<file path="src/rtl/updowncount_pkg.sv">
// Shared definitions for the updowncount family: mode encodings, the Gray
// conversion helper and the elaboration-time parameter check macro.
// Optional feature macro used by the top level: UPDOWNCOUNT_GRAY_EN.

`ifndef UPDOWNCOUNT_PKG_MACROS
`define UPDOWNCOUNT_PKG_MACROS
// Raises an elaboration error inside a named generate block when cond is false.
`define UPDOWNCOUNT_CHECK(lbl, cond, msg) \
    if (!(cond)) begin : lbl \
        $error(msg); \
    end
`endif

package updowncount_pkg;

    // Boundary behaviour selected by the SAT input.
    localparam logic MODE_WRAP = 1'b0;
    localparam logic MODE_SAT  = 1'b1;

    // Binary to reflected Gray code; callers slice the width they need.
    function automatic logic [31:0] bin2gray(input logic [31:0] bin);
        return bin ^ (bin >> 1);
    endfunction

endpackage

</file>
<file path="src/rtl/updowncount_core.sv">
// Next-state logic for updowncount_mod: next count, next sticky flags and the
// terminal-count strobe. Purely combinational; the registers live in the top.

module updowncount_core
    import updowncount_pkg::*;
#(
    parameter int WIDTH   = 4,
    parameter int MODULUS = 16
) (
    input  logic [WIDTH-1:0] q,
    input  logic             en,
    input  logic             up,
    input  logic             ld,
    input  logic [WIDTH-1:0] d,
    input  logic             sat,
    input  logic             clr_flg,
    input  logic             ovf,
    input  logic             unf,
    output logic [WIDTH-1:0] q_nxt,
    output logic             ovf_nxt,
    output logic             unf_nxt,
    output logic             tc
);

    // One extra bit so MODULUS itself (up to 2**WIDTH) is representable.
    localparam logic [WIDTH:0] MOD_EXT  = (WIDTH+1)'(MODULUS);
    localparam logic [WIDTH:0] LAST_EXT = (WIDTH+1)'(MODULUS - 1);
    localparam logic [WIDTH:0] ONE_EXT  = (WIDTH+1)'(1);

    logic [WIDTH:0] q_ext;
    logic [WIDTH:0] d_ext;
    logic [WIDTH:0] q_inc;
    logic [WIDTH:0] q_dec;
    logic           at_last;
    logic           at_zero;

    assign q_ext   = {1'b0, q};
    assign d_ext   = {1'b0, d};
    assign q_inc   = q_ext + ONE_EXT;
    assign q_dec   = q_ext - ONE_EXT;
    assign at_last = (q_ext == LAST_EXT);
    assign at_zero = (q_ext == '0);

    // Next count and flags: load beats count beats hold; a boundary event sets
    // its flag even when a clear is requested on the same edge.
    always_comb begin
        q_nxt   = q;
        ovf_nxt = ovf & ~clr_flg;
        unf_nxt = unf & ~clr_flg;
        tc      = en & ~ld & ((up & at_last) | (~up & at_zero));
        if (ld) begin
            if (d_ext >= MOD_EXT) begin
                q_nxt = LAST_EXT[WIDTH-1:0];
            end else begin
                q_nxt = d;
            end
        end else if (en) begin
            if (up) begin
                if (at_last) begin
                    ovf_nxt = 1'b1;
                    if (sat == MODE_WRAP) begin
                        q_nxt = '0;
                    end
                end else begin
                    q_nxt = q_inc[WIDTH-1:0];
                end
            end else begin
                if (at_zero) begin
                    unf_nxt = 1'b1;
                    if (sat == MODE_WRAP) begin
                        q_nxt = LAST_EXT[WIDTH-1:0];
                    end
                end else begin
                    q_nxt = q_dec[WIDTH-1:0];
                end
            end
        end
    end

endmodule

</file>
<file path="src/rtl/updowncount_mod.sv">
// Parametrised up/down counter with modulus, enable, load, wrap/saturate mode,
// terminal-count strobe and sticky overflow/underflow flags.
// Define UPDOWNCOUNT_GRAY_EN to add the registered Gray-coded output Q_GRAY.

module updowncount_mod
    import updowncount_pkg::*;
#(
    parameter int WIDTH   = 4,
    parameter int MODULUS = 16,
    parameter int RST_VAL = 0
) (
    input  logic             CK,
    input  logic             RES,
    input  logic             EN,
    input  logic             UP,
    input  logic             LD,
    input  logic [WIDTH-1:0] D,
    input  logic             SAT,
    input  logic             CLR_FLG,
    output logic [WIDTH-1:0] Q,
    output logic             TC,
    output logic             OVF,
    output logic             UNF
`ifdef UPDOWNCOUNT_GRAY_EN
    ,
    output logic [WIDTH-1:0] Q_GRAY
`endif
);

    `UPDOWNCOUNT_CHECK(g_chk_width, WIDTH >= 2, "updowncount_mod: WIDTH must be >= 2")
    `UPDOWNCOUNT_CHECK(g_chk_mod, (MODULUS >= 2) && (MODULUS <= (1 << WIDTH)),
                       "updowncount_mod: MODULUS must lie in 2..2**WIDTH")
    `UPDOWNCOUNT_CHECK(g_chk_rst, (RST_VAL >= 0) && (RST_VAL < MODULUS),
                       "updowncount_mod: RST_VAL must be below MODULUS")

    localparam logic [WIDTH-1:0] RST_Q = WIDTH'(RST_VAL);

    logic [WIDTH-1:0] q_p0;
    logic             ovf_p0;
    logic             unf_p0;
    logic [WIDTH-1:0] q_nxt;
    logic             ovf_nxt;
    logic             unf_nxt;
    logic             tc_c;

    updowncount_core #(
        .WIDTH   (WIDTH),
        .MODULUS (MODULUS)
    ) u_core (
        .q       (q_p0),
        .en      (EN),
        .up      (UP),
        .ld      (LD),
        .d       (D),
        .sat     (SAT),
        .clr_flg (CLR_FLG),
        .ovf     (ovf_p0),
        .unf     (unf_p0),
        .q_nxt   (q_nxt),
        .ovf_nxt (ovf_nxt),
        .unf_nxt (unf_nxt),
        .tc      (tc_c)
    );

    // Count and flag registers; reset overrides load and count.
    always_ff @(posedge CK) begin
        if (RES) begin
            q_p0   <= RST_Q;
            ovf_p0 <= 1'b0;
            unf_p0 <= 1'b0;
        end else begin
            q_p0   <= q_nxt;
            ovf_p0 <= ovf_nxt;
            unf_p0 <= unf_nxt;
        end
    end

`ifdef UPDOWNCOUNT_GRAY_EN
    localparam logic [31:0] RST_GRAY = bin2gray(32'(RST_VAL));

    logic [31:0]      gray_nxt;
    logic [WIDTH-1:0] q_gray_p0;

    assign gray_nxt = bin2gray(32'(q_nxt));

    // Gray register loads the code of the next count so it lines up with Q.
    always_ff @(posedge CK) begin
        if (RES) begin
            q_gray_p0 <= RST_GRAY[WIDTH-1:0];
        end else begin
            q_gray_p0 <= gray_nxt[WIDTH-1:0];
        end
    end

    assign Q_GRAY = q_gray_p0;
`endif

    assign Q   = q_p0;
    assign OVF = ovf_p0;
    assign UNF = unf_p0;
    assign TC  = tc_c;

endmodule

</file>
<file path="config.mk">
export PLATFORM = sky130hd
export DESIGN_NAME = updowncount_mod
export DESIGN_NICKNAME = d
export VERILOG_FILES = /design/src/rtl/updowncount_pkg.sv /design/src/rtl/updowncount_core.sv /design/src/rtl/updowncount_mod.sv
export SDC_FILE = /design/constraint.sdc
export NUM_CORES = 1
export LEC_CHECK = 0
export BUFFER_PORTS_ARGS = -buffer_cell sky130_fd_sc_hd__buf_2
export CORE_AREA = 2 2 39 41
export CTS_CLUSTER_DIAMETER = 50
export DETAILED_ROUTE_END_ITERATION = 6
export DIE_AREA = 0 0 41 43
export PLACE_DENSITY_LB_ADDON = 0.1
export SLEW_MARGIN = 40
export SYNTH_ARGS = -nofsm -noshare
export SYNTH_HDL_FRONTEND = slang
export SYNTH_SLANG_ARGS = --single-unit
export TNS_END_PERCENT = 50
</file>
<file path="constraint.sdc">
create_clock -name CK -period 5.5 [get_ports CK]
set_clock_uncertainty 0.2 [all_clocks]
set_input_delay 1.1 -clock CK [delete_from_list [all_inputs] [get_ports CK]]
set_output_delay 1.1 -clock CK [all_outputs]
set_load 0.1 [all_outputs]
</file>
==> key figures, run 1 <==
Status
  – Outcome: complete, no violations

Worst setup path
  – Worst Reg-to-Reg Cells: 6
  – Worst setup SP type: input pin
  – Reg2reg setup slack: 3580 ps
  – Critical Path Fanout Max: 7
  – Crit end category: output pin
  – Req. time, crit path: 4200 ps
  – Critical Path AT: 2180 ps
  – WS Path Type: input pin to output pin

STA
  – Slew @ Worst Pin: 484 ps
  – RSZ-0062 raised after global routing: false
  – Final TNS setup: 0 ps
  – Period Utilization, post-route: 0.633
  – Final hold vios: 0
  – Highest clock rate: 0.287 GHz
  – Worst hold margin: 376 ps
  – Post-route minimum period: 3480 ps
  – Final setup viols: 0
  – Max-slew headroom: 0.679
  – Final Max Tran Viols: 0

CTS
  – CTS max path bufs: 2
  – Post-CTS setup buffers: 0
  – # H-tree levels: 1
  – Sink Count: 6
  – Clock Latency Late Sink: 240 ps
  – Hold-fix buffers, CTS: 0
  – Clk slew on worst S/H paths: 40 ps
  – CTS tree: done
  – Root Driver: clkbuf_4
  – Post-cts gate resize count: 0
  – Cts bufs inserted: 3

Final layout
  – Final instance area: 584 um^2
  – Sequential standard cell area: 120 um^2
  – Fin cells: 89
  – Layout cell share with drive strength beyond 1: 0.329
  – Multi-input gate area: 314 um^2
  – # diodes: 0
  – Nets: 88
  – # fillers: 156
  – Synthesis-to-finish area growth: 21.6%

Hold path
  – Hold Path Class: flop to flop
  – Hold Path Cell Cnt: 3

Synth
  – Simple-gate share of the synthesized area: 0.195
  – Largest area contributor in the netlist: dfxtp_1
  – Main combinational cell family by area after synthesis: compound AO/OA/AOI/OAI gates
  – Syn. warnings: 0
  – Synth Area in Adders: 0.0521
  – Syn_area_per_cell: 8.43 um^2
  – Top area cells in the synthesized netlist: dfxtp_1 25%, a21oi_1 5.2%, ha_1 5.2%
  – Multiplexer share of the synthesized area: 0.0417
  – Post-synthesis compound-gate area fraction: 0.328
  – Synthesized flop and latch total: 6
  – Area share of xor/xnor cells in the synthesized design: 0.0365
  – Synth Net Count: 70
  – Post-Synthesis Cells: 57
  – Cell Area, Synth: 480 um^2
  – Synth top area share: 0.250
  – Unique cell type count in the Yosys netlist: 34
  – Sequential element share of the synthesized area: 0.250

Pwr
  – Flop pwr share: 0.361
  – Net Sw Frac: 0.397
  – Worst IR Drop VDD: 0.0930 mV
  – Clock power share: 0.264
  – Internal power: 88.3 uW
  – Total power: 146 uW
  – Combinational power share: 0.374
  – NetSw: 58.0 uW
  – PD cells: 250 mW/mm^2
  – Leakage: 0.000271 uW

Drt
  – WL final: 1080 um
  – Routed Antenna Nets: 0
  – First-iteration detailed-routing DRC count: 5
  – Via/cell ratio: 5.25
  – Vias: 467
  – 1st-pass router iterations: 4
  – Post-DR wirelength/cell: 12.1 um
  – Number of remaining DRC errors: 0

Global routing
  – First-pass GRT wire length: 1740 um
  – GRT overflow: 0
  – Total GRT Usage: 0.144
  – Largest net degree at the start of global routing: 11
  – Vias in the first global route: 420
  – Initial antenna violation count: 0

Floorplan
  – Die W: 41 um
  – Ports: 18
  – Initial Util: 0.347
  – Area of the core: 0.00138 mm^2
  – Die Y: 43 um
  – Die area: 0.00176 mm^2
  – Row cnt: 14

Place
  – DP Area: 562 um^2
  – DPL Wire Length: 845 um
  – Gpl congestion: 0.733
  – Port bufs: 17
  – Cells after DPL: 86

Run
  – Max-cap check violation count: 0
[worst paths after layout]
check / start / end
min: UNF / UNF
max reg2reg: Q[0] / Q[3]
min reg2reg: UNF / UNF
max: UP / TC
[power by group through the flow]
stage	sequential [uW]	clock (uW)	combinational, uW
floorplan	70.7	0	27.6
global placement	53.6	0	55.5
detailed placement	53.7	0	54.8
CTS	53.0	41.4	55.1
global route	53.4	44.2	59.4
finish	52.9	38.7	54.8
[sequential cells by signal (all words and copies together) (netlist names)]
name  cells
Q         4
OVF       1
UNF       1
[metal layers]
layer  global-route usage  routed length (um)  up-vias
met5                    0                   0        -
met4               0.0800                   9        0
met3               0.0314                  42        2
met2                0.216                 520       12
met1                0.181                 505      206
li1                     -                   -      247
[layout make-up]
| cell class | count | area share |
|---|---|---|
| Multi-Input combinational cell | 41 | 0.537 |
| Timing Repair Buffer | 17 | 0.146 |
| Tap cell | 16 | 0.0343 |
| Clock buffer | 3 | 0.0385 |
| Inverter | 6 | 0.0385 |
| Sequential cell | 6 | 0.206 |
[critical path, cell delays in order]
cell and delay (ps):
buf_2 160, nor4b_4 330, o21a_1 170, buf_2 410
[cell usage after synthesis]
master     n
o21ai_2    1
buf_2      1
a21o_1     1
buf_1      1
a32oi_1    1
nor2_1     3
a211o_1    1
inv_1      6
nor3_1     1
a21oi_1    5
and3_1     1
dfxtp_1    6
nand4_1    1
a22oi_1    1
xor2_1     1
o221ai_1   1
a221oi_1   1
buf_6      1
mux2i_1    2
and4_1     1
nand3_1    2
o21ba_2    1
xnor2_1    1
a2111o_1   1
nor2b_1    3
a2111oi_2  1
a31oi_1    2
a211oi_1   1
clkbuf_1   1
ha_1       2
nor4b_4    1
nand2_1    1
o21a_1     1
o21ai_0    2
[cells in the final DEF, fill, tap and decap left out, drive strengths merged]
cell type	n
a2111o	1
a2111oi	1
a211o	1
a211oi	1
a21o	1
a21oi	5
a221oi	1
a22oi	1
a31oi	2
a32oi	1
and3	1
and4	1
buf	17
clkbuf	3
dfxtp	6
ha	2
inv	6
mux2i	2
nand2	1
nand3	2
nand4	1
nor2	3
nor2b	3
nor3	1
nor4b	1
o21a	1
o21ai	3
o21ba	1
o221ai	1
xnor2	1
xor2	1
[cell families (layout without fill, tap and decap cells)]
logic type	after synthesis	after routing
AO/OA/AOI/OAI	21	21
XOR/XNOR	2	2
adder cells (fa/ha/maj)	2	2
buffers and inverters	10	26
flip-flops	6	6
multiplexers	2	2
AND/OR/NAND/NOR	14	14
[per-stage QoR]
| step | utilization | worst slack [ps] |
|---|---|---|
| 4_1_cts | 0.422 | 2010 |
| 2_1_floorplan | - | 1830 |
| 5_1_grt | 0.422 | 1970 |
| 6_report | 0.422 | 2020 |
| 3_3_place_gp | 0.406 | 2040 |
| 3_5_place_dp | 0.406 | 2010 |
Power figures use the tool's default switching activity.
==> inputs of run 2 (changes only) <==
clock period = 3 ns   (was 5.5 ns; I/O delays follow)
==> run 2 against run 1 <==
Against the previous run:
- die area stayed put
- sequential share of layout area is 0.075 points higher
- global-route usage up 1.2 points
- via count rose by 1.1%
- core utilization up 0.72 points
- sequential cell count unchanged
==> key figures, run 2 (same netlist as run 1, synthesis figures left out) <==
Status
  – Outcome: complete, no violations

Final layout
  – Layout cell share with drive strength beyond 1: 0.365
  – Most frequent cells in the layout: 17 x buf_2, 6 x inv_1, 5 x a21oi_1
  – Nets: 89
  – Synthesis-to-finish area growth: 23.7%
  – Commonest non-fill, non-tap cell in the layout: buf_2
  – Final Core Density: 0.429
  – Largest register FFs: 4
  – # diodes: 0

Pwr
  – Worst IR Drop VDD: 0.167 mV
  – Net Sw Frac: 0.401
  – Combinational power share: 0.372
  – Flop pwr share: 0.355
  – Leakage: 0.000277 uW
  – NetSw: 109 uW
  – PD cells: 459 mW/mm^2
  – Internal power: 163 uW
  – Clock power share: 0.273

Drt
  – Vias: 472
  – Post-DR wirelength/cell: 11.7 um
  – First-iteration detailed-routing DRC count: 4
  – Via/cell ratio: 5.24
  – 1st-pass router iterations: 3
  – Number of remaining DRC errors: 0
  – Routed Antenna Nets: 0
  – WL final: 1060 um

CTS
  – # H-tree levels: 1
  – Post-cts gate resize count: 0
  – Post-CTS setup buffers: 0
  – CTS max path bufs: 2
  – Clock Latency Late Sink: 240 ps
  – CTS tree: done
  – Clk slew on worst S/H paths: 40 ps
  – Cts bufs inserted: 3
  – Root Driver: clkbuf_4
  – Hold-fix buffers, CTS: 0
  – Sink Count: 6

STA
  – Final setup viols: 0
  – Final TNS setup: 0 ps
  – Slew @ Worst Pin: 484 ps
  – Worst hold margin: 393 ps
  – Final Max Tran Viols: 0
  – Period Utilization, post-route: 0.857
  – Worst setup margin: 429 ps
  – Highest clock rate: 0.389 GHz
  – RSZ-0062 raised after global routing: false
  – Max-slew headroom: 0.680
  – Post-route minimum period: 2570 ps
  – Final hold vios: 0

Global routing
  – Initial antenna violation count: 0
  – Largest net degree at the start of global routing: 11
  – Vias in the first global route: 406
  – Total GRT Usage: 0.156
  – First-pass GRT wire length: 1800 um
  – GRT overflow: 0

Floorplan
  – Die W: 41 um
  – Die area: 0.00176 mm^2
  – Initial Util: 0.347
  – Die Y: 43 um
  – Area of the core: 0.00138 mm^2
  – Row cnt: 14
  – Ports: 18

Place
  – Pre-CTS WS: 518 ps
  – Gpl congestion: 0.727
  – Port bufs: 17
  – DPL Wire Length: 827 um

Worst setup path
  – Worst Setup SP: Q[0]
  – Worst setup SP type: flop
  – Critical Path AT: 1770 ps
  – Critical Path Fanout Max: 8
  – WS Path Type: flop to output pin
  – Worst Reg-to-Reg Cells: 6
  – Crit end category: output pin
  – Req. time, crit path: 2200 ps
  – R2r startpoint: Q[0]

Hold path
  – Hold Path Cell Cnt: 3
  – Hold_sp: UNF
  – Hold Path Class: flop to flop

Run
  – Max-cap check violation count: 0
[run 2: per-layer routing]
metal	wire, um	vias up	global-route usage
met1	506	212	0.212
met2	492	11	0.203
li1	-	247	-
met3	47	2	0.0471
met4	10	0	0.100
met5	0	-	0
[run 2: final timing paths]
kind              endpoint  slack (ps)
setup / recovery        TC         430
hold / removal         UNF         390
setup reg to reg      Q[1]        1110
hold reg to reg        UNF         390
[run 2: worst max-delay path, stage by stage (launching register included)]
cell and delay, ps:
dfxtp_2 350, inv_1 80, ha_1 190, nor4b_4 320, o21a_1 180, buf_2 410
[run 2: area by class of cell]
cell class	count	area, um^2
flip-flops and latches	6	123
well taps	16	20.0
clock buffers	3	22.5
fillers	150	790
inverters	6	22.5
repair buffers	18	92.6
multi-input cells	41	314
[run 2: stage by stage]
step	area, um^2	std cells	total power (uW)
after global routing	594	90	290
after CTS	594	90	277
after global placement	572	87	201
after floorplan	483	57	181
final	594	90	273
after detailed placement	572	87	201
[run 2: power by group through the flow]
stage / combinational, uW / sequential [uW] / clock [uW]
after floorplan: 50.5 / 130 / 0
after global placement: 102 / 98.7 / 0
after detailed placement: 102 / 98.8 / 0
after CTS: 102 / 97.1 / 77.3
after global routing: 110 / 98.0 / 81.6
final: 101 / 96.8 / 74.6
